### src/rtl/cpu_pkg.sv
// Shared definitions for the control unit / datapath pair: opcodes, flag
// bit positions and default widths.
package cpu_pkg;

    localparam int DW_DEF = 8;
    localparam int AW_DEF = 6;

    localparam logic [3:0] OP_NOP  = 4'h0;
    localparam logic [3:0] OP_ADD  = 4'h1;
    localparam logic [3:0] OP_SUB  = 4'h2;
    localparam logic [3:0] OP_AND  = 4'h3;
    localparam logic [3:0] OP_OR   = 4'h4;
    localparam logic [3:0] OP_XOR  = 4'h5;
    localparam logic [3:0] OP_SHL  = 4'h6;
    localparam logic [3:0] OP_SHR  = 4'h7;
    localparam logic [3:0] OP_MOV  = 4'h8;
    localparam logic [3:0] OP_LDI  = 4'h9;
    localparam logic [3:0] OP_ADDC = 4'hA;
    localparam logic [3:0] OP_CMP  = 4'hB;
    localparam logic [3:0] OP_MUL  = 4'hC;

    localparam int FLAG_Z = 0;
    localparam int FLAG_C = 1;
    localparam int FLAG_N = 2;

    typedef enum logic {
        ST_IDLE = 1'b0,
        ST_MUL  = 1'b1
    } mul_state_t;

endpackage

### src/rtl/regfile_2r1w.sv
// 2^AW x DW register file: two operand read ports plus a debug read port,
// one synchronous write port, entry 0 hardwired to zero.
module regfile_2r1w #(
    parameter int DW = 8,
    parameter int AW = 6
) (
    input  logic          clk,
    input  logic          rst,
    input  logic          we,
    input  logic [AW-1:0] waddr,
    input  logic [DW-1:0] wdata,
    input  logic [AW-1:0] raddr_a,
    output logic [DW-1:0] rdata_a,
    input  logic [AW-1:0] raddr_b,
    output logic [DW-1:0] rdata_b,
    input  logic [AW-1:0] raddr_d,
    output logic [DW-1:0] rdata_d
);

    logic [DW-1:0] mem [2**AW];

    always_ff @(posedge clk) begin
        if (rst) begin
            for (int i = 0; i < 2**AW; i++) mem[i] <= '0;
        end else if (we && (waddr != '0)) begin
            mem[waddr] <= wdata;
        end
    end

    assign rdata_a = (raddr_a == '0) ? '0 : mem[raddr_a];
    assign rdata_b = (raddr_b == '0) ? '0 : mem[raddr_b];
    assign rdata_d = (raddr_d == '0) ? '0 : mem[raddr_d];

endmodule

### src/rtl/datapath_unit.sv
// Execution end of the control-unit interface: operand read with one-deep
// writeback bypass, single-cycle ALU, and a shift-add multiplier that stalls issue.
module datapath_unit
    import cpu_pkg::*;
#(
    parameter int DW = DW_DEF,
    parameter int AW = AW_DEF
) (
    input  logic          clk,
    input  logic          rst,
    input  logic          issue_valid,
    output logic          issue_ready,
    input  logic [AW-1:0] aa,
    input  logic [AW-1:0] ab,
    input  logic [AW-1:0] ad,
    input  logic          wr,
    input  logic [7:0]    inst,
    output logic [2:0]    flags,
    output logic          wb_valid,
    output logic [AW-1:0] wb_addr,
    output logic [DW-1:0] wb_data,
    input  logic [AW-1:0] dbg_addr,
    output logic [DW-1:0] dbg_data
);

    localparam int CW = (DW > 1) ? $clog2(DW) : 1;
    localparam logic [CW-1:0] CNT_LAST = CW'(DW - 1);

    mul_state_t    state, state_nx;
    logic [DW-1:0] rf_a, rf_b, rf_d, op_a, op_b;
    logic [3:0]    opc;
    logic          accept, is_mul;
    logic [DW:0]   sum;
    logic [DW-1:0] res;
    logic          cout, upd, wen;
    logic [2:0]    fl_alu, fl_mul;
    logic [DW-1:0] m_cand, m_plier, m_acc, acc_nx;
    logic [CW-1:0] m_cnt;
    logic [AW-1:0] m_ad;
    logic          m_wr;

    regfile_2r1w #(.DW(DW), .AW(AW)) u_rf (
        .clk     (clk),
        .rst     (rst),
        .we      (wb_valid),
        .waddr   (wb_addr),
        .wdata   (wb_data),
        .raddr_a (aa),
        .rdata_a (rf_a),
        .raddr_b (ab),
        .rdata_b (rf_b),
        .raddr_d (dbg_addr),
        .rdata_d (rf_d)
    );

    // The WB entry is not yet in the register file; r0 is never forwarded.
    assign op_a     = (wb_valid && (wb_addr == aa) && (aa != '0)) ? wb_data : rf_a;
    assign op_b     = (wb_valid && (wb_addr == ab) && (ab != '0)) ? wb_data : rf_b;
    assign dbg_data = (wb_valid && (wb_addr == dbg_addr) && (dbg_addr != '0)) ? wb_data : rf_d;

    assign opc         = inst[7:4];
    assign issue_ready = (state == ST_IDLE);
    assign accept      = issue_valid && issue_ready;
    assign is_mul      = (opc == OP_MUL);

    always_comb begin
        sum  = '0;
        res  = '0;
        cout = 1'b0;
        upd  = 1'b1;
        wen  = wr;
        case (opc)
            OP_ADD:  begin sum = {1'b0, op_a} + {1'b0, op_b}; res = sum[DW-1:0]; cout = sum[DW]; end
            OP_ADDC: begin
                sum  = {1'b0, op_a} + {1'b0, op_b} + {{DW{1'b0}}, flags[FLAG_C]};
                res  = sum[DW-1:0];
                cout = sum[DW];
            end
            OP_SUB, OP_CMP: begin
                sum  = {1'b0, op_a} - {1'b0, op_b};
                res  = sum[DW-1:0];
                cout = sum[DW];
                wen  = wr && (opc == OP_SUB);
            end
            OP_AND:  res = op_a & op_b;
            OP_OR:   res = op_a | op_b;
            OP_XOR:  res = op_a ^ op_b;
            OP_SHL:  begin res = {op_a[DW-2:0], 1'b0}; cout = op_a[DW-1]; end
            OP_SHR:  begin res = {1'b0, op_a[DW-1:1]}; cout = op_a[0]; end
            OP_MOV:  res = op_a;
            OP_LDI:  res = {{(DW-4){1'b0}}, inst[3:0]};
            default: begin upd = 1'b0; wen = 1'b0; end
        endcase
        fl_alu         = '0;
        fl_alu[FLAG_N] = res[DW-1];
        fl_alu[FLAG_C] = cout;
        fl_alu[FLAG_Z] = (res == '0);
    end

    assign acc_nx = m_acc + (m_plier[0] ? m_cand : '0);

    always_comb begin
        fl_mul         = '0;
        fl_mul[FLAG_N] = acc_nx[DW-1];
        fl_mul[FLAG_Z] = (acc_nx == '0);
    end

    always_ff @(posedge clk) begin
        if (rst) state <= ST_IDLE;
        else     state <= state_nx;
    end

    always_comb begin
        state_nx = state;
        case (state)
            ST_IDLE: if (accept && is_mul) state_nx = ST_MUL;
            ST_MUL:  if (m_cnt == '0)      state_nx = ST_IDLE;
            default: state_nx = ST_IDLE;
        endcase
    end

    always_ff @(posedge clk) begin
        if (rst) begin
            flags    <= '0;
            wb_valid <= 1'b0;
            wb_addr  <= '0;
            wb_data  <= '0;
            m_cand   <= '0;
            m_plier  <= '0;
            m_acc    <= '0;
            m_cnt    <= '0;
            m_ad     <= '0;
            m_wr     <= 1'b0;
        end else begin
            wb_valid <= 1'b0;
            if (state == ST_IDLE) begin
                if (accept && is_mul) begin
                    m_cand  <= op_a;
                    m_plier <= op_b;
                    m_acc   <= '0;
                    m_cnt   <= CNT_LAST;
                    m_ad    <= ad;
                    m_wr    <= wr;
                end else if (accept) begin
                    if (upd) flags <= fl_alu;
                    if (wen) begin
                        wb_valid <= 1'b1;
                        wb_addr  <= ad;
                        wb_data  <= res;
                    end
                end
            end else begin
                m_acc   <= acc_nx;
                m_cand  <= {m_cand[DW-2:0], 1'b0};
                m_plier <= {1'b0, m_plier[DW-1:1]};
                m_cnt   <= m_cnt - 1'b1;
                if (m_cnt == '0) begin
                    flags <= fl_mul;
                    if (m_wr) begin
                        wb_valid <= 1'b1;
                        wb_addr  <= m_ad;
                        wb_data  <= acc_nx;
                    end
                end
            end
        end
    end

endmodule
### config.mk
export PLATFORM = sky130hd
export DESIGN_NAME = datapath_unit
export DESIGN_NICKNAME = d
export VERILOG_FILES = /design/src/rtl/cpu_pkg.sv /design/src/rtl/regfile_2r1w.sv /design/src/rtl/datapath_unit.sv
export SDC_FILE = /design/constraint.sdc
export NUM_CORES = 1
export LEC_CHECK = 0
export CAP_MARGIN = 20
export CORE_ASPECT_RATIO = 1.75
export CORE_MARGIN = 3
export CORE_UTILIZATION = 35
export CTS_BUF_LIST = sky130_fd_sc_hd__clkbuf_8
export CTS_CLUSTER_SIZE = 12
export DETAILED_ROUTE_END_ITERATION = 7
export PLACE_DENSITY_LB_ADDON = 0.05
export SETUP_SLACK_MARGIN = 0.05
export SLEW_MARGIN = 15
export SYNTH_ARGS = -nofsm -noshare
export SYNTH_HDL_FRONTEND = slang
export SYNTH_HIERARCHICAL = 1
export SYNTH_SLANG_ARGS = --single-unit
### constraint.sdc
create_clock -name clk -period 11.85 [get_ports clk]
set_input_delay 1.7775 -clock clk [delete_from_list [all_inputs] [get_ports clk]]
set_output_delay 1.7775 -clock clk [all_outputs]
set_load 0.05 [all_outputs]
-- Yosys cells after proc, flatten, opt, wreduce, memory -nomap -nowiden
Memory sizes are Yosys's and may differ from the RTL's.
Index checks and enable logic that the tools add are counted.
- register bits after elaboration: 53
- memory bits (writable): 512
- input bits: 36
- output and inout bits: 27
- logic and storage cells: 126
- memories kept: 1
- memory list (name ; words ; width ; rd ports ; clocked after memory_dff ; wr ports ; RTL line ; RTL):
    u_rf.mem ; 64 ; 8 ; 3 ; 0 ; 64 ; regfile_2r1w.sv:20 ; logic [DW-1:0] mem [2**AW];
- add/subtract/negate cells: 5
- equal/unequal tests: 18
- multiplexer cells: 53
- bitwise gates (word level): 4
- reductions and logical operators: 32
- operators with widths (kind ; count):
    two-way mux 8 bit ; 18
    case mux 8 bit (10 select lines) ; 1
    two-way mux 6 bit ; 7
    nonzero test 6 bit ; 4
    two-way mux 3 bit ; 7
    equality test 4 bit, second input constant ; 5
    equality test 6 bit ; 3
    logical NOT 6 bit ; 3
    equality test 4 x 3 -> 1 bit, second input constant ; 4
    logical NOT 8 bit ; 2
    two-way mux 1 bit ; 15
    two-way mux 7 bit ; 2
    OR reduction 11 bit ; 1
    logical AND 1 bit ; 10
    adder 8 x 8 -> 9 bit ; 1
    adder 9 x 1 -> 9 bit ; 1
    OR reduction 9 bit ; 1
    subtractor 8 x 8 -> 9 bit ; 1
    adder 8 bit ; 1
    bitwise AND 8 bit ; 1
    equality test 4 x 2 -> 1 bit, second input constant ; 2
    bitwise OR 8 bit ; 1
    nonzero test 2 bit ; 4
    OR reduction 8 bit ; 1
    13 further kinds ; 16

-- Longest topological paths before layout
- depth after elaboration: 12
- mapped depth: 21
- mapped depth without buffers: 17

-- Hierarchy
Netlist, hierarchy kept.
- by module, submodules not included (module ; times used ; cells each ; area each (sq um) ; sequential area each (sq um)):
    regfile_2r1w ; 1 ; 2183 ; 32119.6 ; 15374.7
    datapath_unit ; 1 ; 607 ; 4818.4 ; 1061.0

-- Least setup slack after synthesis
No wires, ideal clock.
- path type: in2reg
- start: input port aa[0]
- end: register flags[0]
- setup time: 88 ps
- arrival: 6355 ps
- required time: 11762 ps
- setup slack: 5407 ps
- stages on the path: 18
- buffers on the path: 3
- path through: buf_4 -> buf_6 -> buf_4 -> mux4_2 -> mux2i_1 -> a221oi_1 -> a22o_1 -> mux2i_1 -> inv_1 -> ha_1 -> fa_1 -> ha_1 -> or2_2 -> a311o_1 -> a2111oi_1 -> nand4b_1 -> or4_1 -> o32ai_2
- elaborated cells on any way between the ends: 20
- classes of those cells: add/sub (3); eq/ne (1); mux (7); bitwise (3); reduce/logical (5); memory (1)
- RTL lines (element ; RTL line ; RTL):
    start: declaration ; datapath_unit.sv:13 ; input logic [AW-1:0] aa,
    memory read (64 x 8 bit) / logical NOT 6 bit (equally long branches) ; n/a ;
    two-way mux 8 bit (*) ; regfile_2r1w.sv:30 ; assign rdata_a = (raddr_a == '0) ? '0 : mem[raddr_a];
    via rf_a[0] ; datapath_unit.sv:30 ; logic [DW-1:0] rf_a, rf_b, rf_d, op_a, op_b;
    two-way mux 8 bit (*) ; datapath_unit.sv:57 ; assign op_a = (wb_valid && (wb_addr == aa) && (aa != '0)) ? wb_data : rf_a;
    via op_a[0] ; datapath_unit.sv:30 ;
    adder 8 x 8 -> 9 bit ; datapath_unit.sv:73, datapath_unit.sv:75 ;
    adder 9 x 1 -> 9 bit ; datapath_unit.sv:75 ; sum = {1'b0, op_a} + {1'b0, op_b} + {{DW{1'b0}}, flags[FLAG_C]};
    case mux 8 bit (10 select lines) (*) ; datapath_unit.sv:72 ; case (opc)
    logical NOT 8 bit (*) ; datapath_unit.sv:97 ; fl_alu[FLAG_Z] = (res == '0);
    two-way mux 3 bit (*) ; datapath_unit.sv:145 ; if (upd) flags <= fl_alu;
    two-way mux 3 bit (*) ; datapath_unit.sv:144 ; end else if (accept) begin
    two-way mux 3 bit (*) ; datapath_unit.sv:137 ; if (accept && is_mul) begin
    two-way mux 3 bit (*) ; datapath_unit.sv:136 ; if (state == ST_IDLE) begin
    end signal: assignment ; datapath_unit.sv:145 ;
    end signal: assignment ; datapath_unit.sv:158 ; flags <= fl_mul;
    end: declaration ; datapath_unit.sv:18 ; output logic [2:0] flags,
The timed path passes the listed nets; every way through them passes the cells marked *. The select of a mux whose other input is x is not followed.
A chain may end at the register's enable or synchronous reset.

-- Final worst setup path
- start: input port aa[1]
- end: register wb_data[7]
- elaborated cells on any way between the ends: 19
- classes of those cells: add/sub (3); eq/ne (1); mux (7); bitwise (3); reduce/logical (4); memory (1)
- RTL lines (element ; RTL line ; RTL):
    memory read (64 x 8 bit) / logical NOT 6 bit (equally long branches) ; n/a ;
    two-way mux 8 bit (*) ; regfile_2r1w.sv:30 ;
    via rf_a[1] ; datapath_unit.sv:30 ;
    two-way mux 8 bit (*) ; datapath_unit.sv:57 ;
    adder 8 x 8 -> 9 bit ; datapath_unit.sv:73, datapath_unit.sv:75 ;
    adder 9 x 1 -> 9 bit ; datapath_unit.sv:75 ;
    case mux 8 bit (10 select lines) (*) ; datapath_unit.sv:72 ;
    two-way mux 8 bit (*) ; datapath_unit.sv:146 ; if (wen) begin
    two-way mux 8 bit (*) ; datapath_unit.sv:144 ;
    two-way mux 8 bit (*) ; datapath_unit.sv:137 ;
    two-way mux 8 bit (*) ; datapath_unit.sv:136 ;
    end signal: assignment ; datapath_unit.sv:149 ; wb_data <= res;
    end signal: assignment ; datapath_unit.sv:162 ; wb_data <= acc_nx;
    end: declaration ; datapath_unit.sv:21 ; output logic [DW-1:0] wb_data,
Marked as above.

==> flow_summary_export.csv <==
group,metric,value,unit
outcome,outcome,"completed",
cells_and_area,final_cell_mix,"512 x and2_1, 512 x edfxtp_1, 350 x mux4_2",
clocking,post_cts_buffers,0,
grt,grt_pass1_vias,26800,
critical_path,cp_slowest_cell,"a2111oi_0",
clocking,cts-root-buf,"clkbuf_8",
logic_synthesis,ys_ff_latch,565,
timing,finalSetupTns,0,ns
logic_synthesis,synthesis.instances,2790,
logic_synthesis,synth-main-ff-cell,"edfxtp_1",
grt,antenna_found_initial,6,
drt,drc,0,
critical_path,worstSetupPathType,"in -> reg",
logic_synthesis,yosysWarnings,6,
drt,avgViaCountPerCell,6.15,
grt,top_usage_layer,"met2",
logic_synthesis,yosysUniqueCellTypes,93,
drt,drtPass1Iterations,7,
clocking,cts.clk_slew.worst_paths,0.06,ns
clocking,htreeDepth,3,
critical_path,worst-endpoint-arrival,8.58,ns
critical_path,reg2reg_slack,5.74,ns
logic_synthesis,ys_seq_area_frac,0.445,
logic_synthesis,synth.top_cell.area_share,0.416,
grt,grt_pass1_wl,221000,microns
timing,finClkSkew,0.0351,ns
placed_design,port_buffers,62,
die,die_h,436,microns
critical_path,endpoint_kind,"flop",
timing,relSlewSlack,0.135,
critical_path,crit_required,12.50,ns
drt,num_vias,26100,
cells_and_area,drive_gt1_frac,0.240,
critical_path,crit_path_max_incr_delay,0.75,ns
die,core,0.105,sq mm
die,die_x,252,microns
timing,min_period,7.93,ns
logic_synthesis,post-synth-top-area-cell,"edfxtp_1",
clocking,cts_buffers,95,
grt,grt.total_usage,0.291,
pwr,p_int,3450,uW
die,dieArea,0.110,sq mm
drt,first_iter_violations,2231,
timing,grt_setup_unrepaired,"no",
die,fp-row-count,157,
clocking,ctsHoldBuffers,0,
worst_hold_path,whs_path_depth,2,
grt,grt_use_met1,0.300,
critical_path,reg2reg_depth,15,
clocking,clk_path_buf_depth,3,
pwr,power_density,125,mW/mm^2
timing,worstMarginPinSlew,1.30,ns
pwr,leakagePower,0.0143,uW
logic_synthesis,async_reset_ff_frac,0,
pwr,p_seq_frac,0.458,
timing,slew_viol_final,0,
logic_synthesis,synth_area_per_cell,13.2,sq um
placed_design,gp_congestion,1.03,
cells_and_area,nets,2879,
grt,use_met2,0.523,
clocking,cts.sinks,565,
logic_synthesis,synth-edff-count,512,
die,start_util,0.353,
pwr,comb_power_share,0.197,
placed_design,dp_hpwl,117000,microns
die,num_io_pins,63,
critical_path,worstPathMaxFanout,45,
timing,hold_violations,0,
drt,wl_per_cell,37.8,microns
logic_synthesis,syn_area,0.0369,sq mm
worst_hold_path,holdPathEnd,"m_ad[3]",
critical_path,cp-start-kind,"primary input",
clocking,cts_resized,0,
pwr,netSwitchingFraction,0.317,
worst_hold_path,worstHoldStart,"m_ad[3]",
clocking,clkLatencyLatePin,0.82,ns
pwr,vdd_drop_max,0.0817,mV
critical_path,path_cells,"buf_6, buf_4, mux4_2, mux2i_1, a221oi_1, a22o_1, mux2i_1, inv_1, ha_1, a211oi_1, o21ai_0, a2111oi_0, or4_1, nand2_1, xor2_1, a211oi_1, o32ai_1",
timing,setup_violations,0,
pwr,design_power_total,5050,uW
grt,grtUsageMet3,0.0441,
cells_and_area,area_growth_syn_to_layout,9.34,%
critical_path,r2r-start,"u_rf/mem[14][1]",
drt,ant_nets,0,
pwr,pwr-share-clk,0.346,
logic_synthesis,synth_area_leaders,"edfxtp_1 42%, mux4_2 21%, and2_1 8.7%",
run,maxCapViolations,0,
critical_path,reg2reg_to,"wb_data[7]",
worst_hold_path,hp-class,"reg -> reg",
drt,wl,160000,microns
timing,fmax,0.126,GHz
grt,grt_max_degree,88,
pwr,net-switching-power,1600,uW
clocking,cts_tree,"done",
timing,finalCritPeriodShare,0.669,
grt,gr-total-overflow,0,
-- routing by layer --
| metal | routed length (microns) | vias up |
|---|---|---|
| met5 | 0 | - |
| met3 | 7990 | 372 |
| li1 | - | 10900 |
| met1 | 53200 | 13700 |
| met4 | 14900 | 0 |
| met2 | 84100 | 1142 |
-- power groups by stage --
| stage | sequential (uW) | combinational (uW) | clock (uW) |
|---|---|---|---|
| 2_1_floorplan | 2320 | 607 | 0 |
| 3_3_place_gp | 2350 | 987 | 0 |
| 3_5_place_dp | 2350 | 983 | 0 |
| 4_1_cts | 2310 | 988 | 1800 |
| 5_1_grt | 2320 | 1020 | 1880 |
| 6_report | 2310 | 993 | 1750 |
-- synth_stat cells, drive strengths merged, types with 6 or more instances --
cell	n
or2	70
o22ai	52
o221ai	10
nand3	24
nand3b	13
a2111oi	8
inv	42
a22oi	24
nor2	160
xnor2	14
mux2i	105
nor2b	25
ha	36
buf	120
a22o	15
nand2	108
clkbuf	100
edfxtp	512
nand2b	11
mux4	381
o21ai	76
or4	6
mux2	27
a221oi	29
xor2	21
or3	11
nor3	25
and2	512
o31ai	8
a211oi	30
nor4	8
dfxtp	53
a21oi	66
-- through the flow --
stage | util | setup WS (ns) | cell area [sq um] | hold WS (ns) | std cells
2_1_floorplan | - | 5.41 | 37000 | 0.436 | 2797
3_3_place_gp | 0.368 | 3.27 | 38600 | 0.442 | 4055
3_5_place_dp | 0.368 | 3.24 | 38600 | 0.447 | 4057
4_1_cts | 0.386 | 4.10 | 40400 | 0.456 | 4231
5_1_grt | 0.386 | 3.81 | 40400 | 0.477 | 4233
6_report | 0.386 | 3.92 | 40400 | 0.455 | 4239
-- worst max-delay path by stage --
| stage | startpoint | end | slack [ns] |
|---|---|---|---|
| floorplan | aa[0] | flags[0] | 5.41 |
| CTS | aa[1] | wb_data[7] | 4.10 |
| finish | aa[1] | wb_data[7] | 3.92 |
| detailed placement | aa[1] | wb_data[7] | 3.24 |
| global route | aa[1] | flags[0] | 3.81 |
| global placement | aa[1] | flags[0] | 3.27 |
-- sequential cells by signal, summed over array words and instances, names as in the netlist --
name      flops
flags         3
m_acc         8
m_ad          6
m_cand        8
m_cnt         3
m_plier       8
m_wr          1
state         1
u_rf/mem    512
wb_addr       6
wb_data       8
wb_valid      1
-- final cells by class --
type | instances | area (sq um)
clock buffer | 98 | 1350
tap | 1351 | 1690
fill | 9924 | 64300
antenna | 7 | 17.5
timing repair buffer | 131 | 1170
sequential | 565 | 16400
inverter | 42 | 158
multi-input combinational | 1969 | 19100
clock inverter | 76 | 439
-- worst max-delay path, delay by kind of cell --
kind	cells	cell delay [ns]
compound gates	7	2.72
xor+xnor	1	0.19
simple gates	2	0.33
buf+inv	3	1.42
mux	3	1.54
fa+ha+maj	1	0.39
-- kinds of logic (layout without fill, tap and decap cells) --
family | Yosys count | count (layout) | share of synthesized area
AND/OR/NAND/NOR | 996 | 996 | 0.151
buffers and inverters | 263 | 347 | 0.0382
adder cells (fa/ha/maj) | 39 | 39 | 0.0138
flip-flops | 565 | 565 | 0.445
multiplexers | 513 | 513 | 0.272
XOR/XNOR | 35 | 35 | 0.00830
AO/OA/AOI/OAI | 378 | 378 | 0.0710
other | 1 | 15 | 0.000102
(Power assumes the default switching activity.)
==> patch 1 (config.mk and constraints unchanged) <==
Set the package constant `AW_DEF` to 5 (it was 6).
--- a/src/rtl/cpu_pkg.sv
+++ b/src/rtl/cpu_pkg.sv
@@ -5,3 +5,3 @@
     localparam int DW_DEF = 8;
-    localparam int AW_DEF = 6;
+    localparam int AW_DEF = 5;
 
Ports: changed (5 resized); port bits go from 63 to 58. The function was not compared with the original's and may differ.
==> patch 1 against the original RTL <==
Design area decreased by 42%. Sequential cell count is 258 lower. Die area down 43%. Via count down 41%. Combinational power decreased by 37%. Count of clock-buffer cells in the layout is 39 lower. Total power shrank 42%. Utilization increased by 1.0 points. Worst setup slack better by 0.33 ns. Routed wire length fell by 50%. Area after synthesis down 43%. Largest cell class unchanged. Largest power group unchanged. Highest routed layer is now met5.
==> patch 1: results (changes against the original RTL) <==
outcome finished clean; Worst path top cell family by delay buffers and inverters; DRT iter0 DRCs 1480 (-34%); total track usage 25.7% (-3.4 points); Synth Area in Compound Gates 9.97% (+2.9 points); htree depth 2 (-1); Fillers 5621 (-43%); vias in the first global route 15900 (-41%); Critical Path Max Stage Delay 0.85 ns (+0.10 ns); Slew @ Worst Pin 1.13 ns (-0.164 ns); worst hold start m_wr; Seq/Total Area, Yosys 41.7% (-2.8 points); crit path max-delay cell type buf_4; first-pass GRT wire length 116000 um (-47%); leak pwr 8.44 nW (-41%); detailed placer's ending HPWL 57800 um (-51%); Hold Path Cell Cnt 2 (unchanged); CP endpoint kind primary output; layout net count 1833 (-36%); routed length per placed instance 31.4 um (-17%); largest net degree at the start of global routing 53 (-40%); worst skew pair latency 0.65 ns (-0.17 ns); fraction of the mapped netlist area in adder cells 2.44% (+1.1 points); Synth Area in XOR/XNOR 1.26% (+0.43 points); top cells by count, synth and2_1 (264), edfxtp_1 (256), mux4_2 (160); Largest register FFs 256 (-50%); Hold Path End m_wr; Vias/cell 6.01 (-2.4%); total CTS buffers 51 (-46%); post-cts sizing count 0 (unchanged); Crit Reg-Reg Startpoint wb_addr[1]; initial antenna violation count 4 (-2); Biggest register u_rf/mem; TritonRoute pass-1 iters 5 (-2); RR Endpoint flags[0]; share of layout cells above drive strength 1 22.6% (-1.4 points); Placer Congestion 0.910 (-12%); final hold slack 0.460 ns (+0.00493 ns); crit-path max FO 47 (+4.4%); Synth area leaders edfxtp_1 (37%), mux4_2 (17%), and2_1 (7.9%); mux share of post-synthesis cell area 25.0% (-2.3 points); Netlist cell types 86 (-7.5%); PortBufs 57 (-8.1%); Worst Reg-to-Reg Cells 14 (-1); CP Data Arrival Time 5.82 ns (-2.76 ns); Post-synth EDFFs 256 (-50%); clock skew 0.0465 ns (+0.0115 ns); Reg2Reg Setup Slack 6.11 ns (+0.37 ns)
-- patch 1: layout make-up --
| class | instances | area share [%] |
|---|---|---|
| inverter | 35 | 0.565 |
| timing repair buffer | 111 | 4.02 |
| clock buffer | 59 | 3.50 |
| tap | 773 | 4.16 |
| clock inverter | 31 | 1.18 |
| antenna | 3 | 0.0323 |
| multi-input combinational | 1256 | 49.1 |
| sequential | 307 | 37.5 |
-- patch 1: worst max-delay path by stage --
stage / to / slack [ns] / start
after floorplan: flags[0] / 5.70 / aa[0]
after CTS: dbg_data[5] / 4.21 / dbg_addr[0]
after detailed placement: flags[0] / 3.89 / aa[3]
after global routing: dbg_data[6] / 4.07 / dbg_addr[0]
after global placement: flags[0] / 3.87 / aa[3]
final: dbg_data[0] / 4.25 / dbg_addr[0]
-- patch 1: metal layers --
| layer | vias to the layer above | track usage (%) | wire length (um) |
|---|---|---|---|
| li1 | 6721 | - | - |
| met1 | 8004 | 29.2 | 29900 |
| met2 | 551 | 47.9 | 43500 |
| met3 | 188 | 3.09 | 3440 |
| met4 | 2 | 11.2 | 4020 |
| met5 | - | 0 | 13 |
-- patch 1: power breakdown --
part | internal (mW) | switching, mW | leakage, nW
Sequential | 1.20 | 0.0379 | 3.05
Combinational | 0.240 | 0.388 | 4.80
Clock | 0.563 | 0.472 | 0.590
-- patch 1: stage by stage --
step / cells / power (mW) / worst slack, ns / cell area, um^2
3_3_place_gp: 2481 / 1.89 / 3.87 / 22100
3_5_place_dp: 2481 / 1.89 / 3.89 / 22100
4_1_cts: 2571 / 2.94 / 4.21 / 23200
6_report: 2575 / 2.90 / 4.25 / 23200
5_1_grt: 2573 / 3.02 / 4.07 / 23200
2_1_floorplan: 1734 / 1.66 / 5.70 / 20900
==> patch 2 (config.mk and constraints unchanged) <==
Made on the original files. Remove the case item `OP_ADD` of the case on `opc`.
--- a/src/rtl/datapath_unit.sv
+++ b/src/rtl/datapath_unit.sv
@@ -72,3 +72,2 @@
         case (opc)
-            OP_ADD:  begin sum = {1'b0, op_a} + {1'b0, op_b}; res = sum[DW-1:0]; cout = sum[DW]; end
             OP_ADDC: begin
Check against the original RTL: not settled (the Yosys comparison gave no result); the edit may change what the design does.
==> patch 2 against the original RTL <==
Cell count down 0.75%. Routed wire length down 5.1%. Design area down 0.33%. Via count down 0.51%. Die area down 0.49%. Sequential cell count unchanged. First-iteration DRC count up 11%. Largest cell class unchanged. Worst setup slack better by 0.26 ns. Area after synthesis down 0.50%. Total power down 0.72%.
==> patch 2: results (changes against the original RTL) <==
Netlist cell types 79 (-15%); layout net count 2852 (-0.94%); initial antenna violation count 11 (+5); CTS max path bufs 3 (unchanged); Placed Cells 4027 (-0.74%); largest net degree at the start of global routing 80 (-9.1%); total track usage 27.8% (-1.3 points); Post-synth EDFFs 512 (unchanged); Max rail drop VDD 0.0808 mV (-1.1%); Int Power 3.47 mW (+0.65%); Placer Congestion 0.892 (-13%); Power Dens Cells 125 nW/um^2 (-0.39%); worst skew pair latency 0.81 ns; TritonRoute pass-1 iters 5 (-2); clock skew 0.0620 ns (+0.0269 ns); Synth Area in Compound Gates 6.85% (-0.25 points); crit-path max FO 43 (-4.4%); via count 26000 (-0.51%); mux share of post-synthesis cell area 27.4% (+0.15 points); fraction of the mapped netlist area in adder cells 1.34% (-0.041 points); RR Endpoint flags[2]; synth warn 6 (unchanged); clock root cell clkbuf_8; async set-or-reset flop fraction in the synthesized netlist 0% (unchanged); Peak Freq 0.130 GHz (+3.4%); worst setup path end dbg_data[1]; total CTS buffers 93 (-2.1%); non-filler cells, final 4207 (-0.75%); Crit Reg-Reg Startpoint u_rf/mem[22][1]; share of layout cells above drive strength 1 23.7% (-0.35 points); Worst Reg-to-Reg Cells 16 (+1); Avg Cell Area, Syn 13.2 um^2 (about the same); Rel. slew slack 15.1% (+1.6 points); clock share of power 35.5% (+0.9 points); first-pass GRT wire length 212000 um (-4.0%); detailed placer's ending HPWL 108000 um (-7.9%); Synth Area in XOR/XNOR 0.667% (-0.16 points); CP Data Arrival Time 5.89 ns (-2.69 ns); Critical Path Max Stage Delay 0.80 ns (+0.05 ns); top cells by count, synth and2_1 (518), edfxtp_1 (512), mux4_2 (350); outcome finished clean; Reg2Reg Setup Slack 6.61 ns (+0.87 ns); Worst Setup SP dbg_addr[1]; Worst path top cell family by delay buffers and inverters; DRT iter0 DRCs 2473 (+11%); leak pwr 14.3 nW (-0.32%); Fillers 9860 (-0.64%); Place WS 4.12 ns (+0.888 ns); Seq/Total Area, Yosys 44.7% (+0.22 points); post-placement cell area 38400 um^2 (-0.46%); Synth area leaders edfxtp_1 (42%), mux4_2 (21%), and2_1 (8.8%); Largest register FFs 512 (unchanged); routed length per placed instance 36.1 um (-4.4%); crit path max-delay cell type clkdlybuf4s50_1; PortBufs 62 (unchanged); worst hold path type reg -> reg
[patch 2: changes by cell type after synthesis, moves of 6 or more]
cell / unedited run / this run
nor2b_1: 25 / 32
nor2_1: 159 / 184
a211oi_1: 29 / 39
and2_1: 512 / 518
nand2_1: 107 / 80
a22oi_1: 24 / 13
o211ai_1: 5 / 11
xor2_1: 21 / 14
inv_1: 39 / 31
[patch 2: how the worst min path moves through the flow]
| stage | from | end | slack [ns] | depth (start not counted) |
|---|---|---|---|---|
| 2_1_floorplan | m_ad[0] | m_ad[0] | 0.44 | 2 |
| 3_3_place_gp | m_ad[1] | m_ad[1] | 0.44 | 2 |
| 3_5_place_dp | m_ad[4] | m_ad[4] | 0.45 | 2 |
| 4_1_cts | m_ad[4] | m_ad[4] | 0.46 | 2 |
| 5_1_grt | m_ad[2] | m_ad[2] | 0.49 | 2 |
| 6_report | m_ad[1] | m_ad[1] | 0.46 | 2 |
[patch 2: kinds of logic (layout without fill, tap and decap cells)]
kind of cell | count (synthesis) | count (layout)
AO/OA/AOI/OAI | 369 | 369
flip-flops | 565 | 565
multiplexers | 512 | 512
other | 1 | 16
XOR/XNOR | 28 | 28
adder cells (fa/ha/maj) | 37 | 37
AND/OR/NAND/NOR | 1005 | 1005
buffers and inverters | 259 | 332
[patch 2: layout make-up]
type                            instances  area [um^2]  area share (%)
Antenna cell                            8         20.0          0.0497
Clock buffer                          104         1430            3.56
Tap cell                             1343         1680            4.17
Multi-Input combinational cell       1959        19000            47.2
Sequential cell                       565        16400            40.9
Timing Repair Buffer                  125         1120            2.79
Inverter                               35          131           0.326
Clock inverter                         68          404            1.00
[patch 2: routing by layer]
layer,GRT usage (%),routed length [um]
met5,0,26
met4,16.4,10500
met3,4.05,7610
met2,51.9,81100
met1,29.8,52700
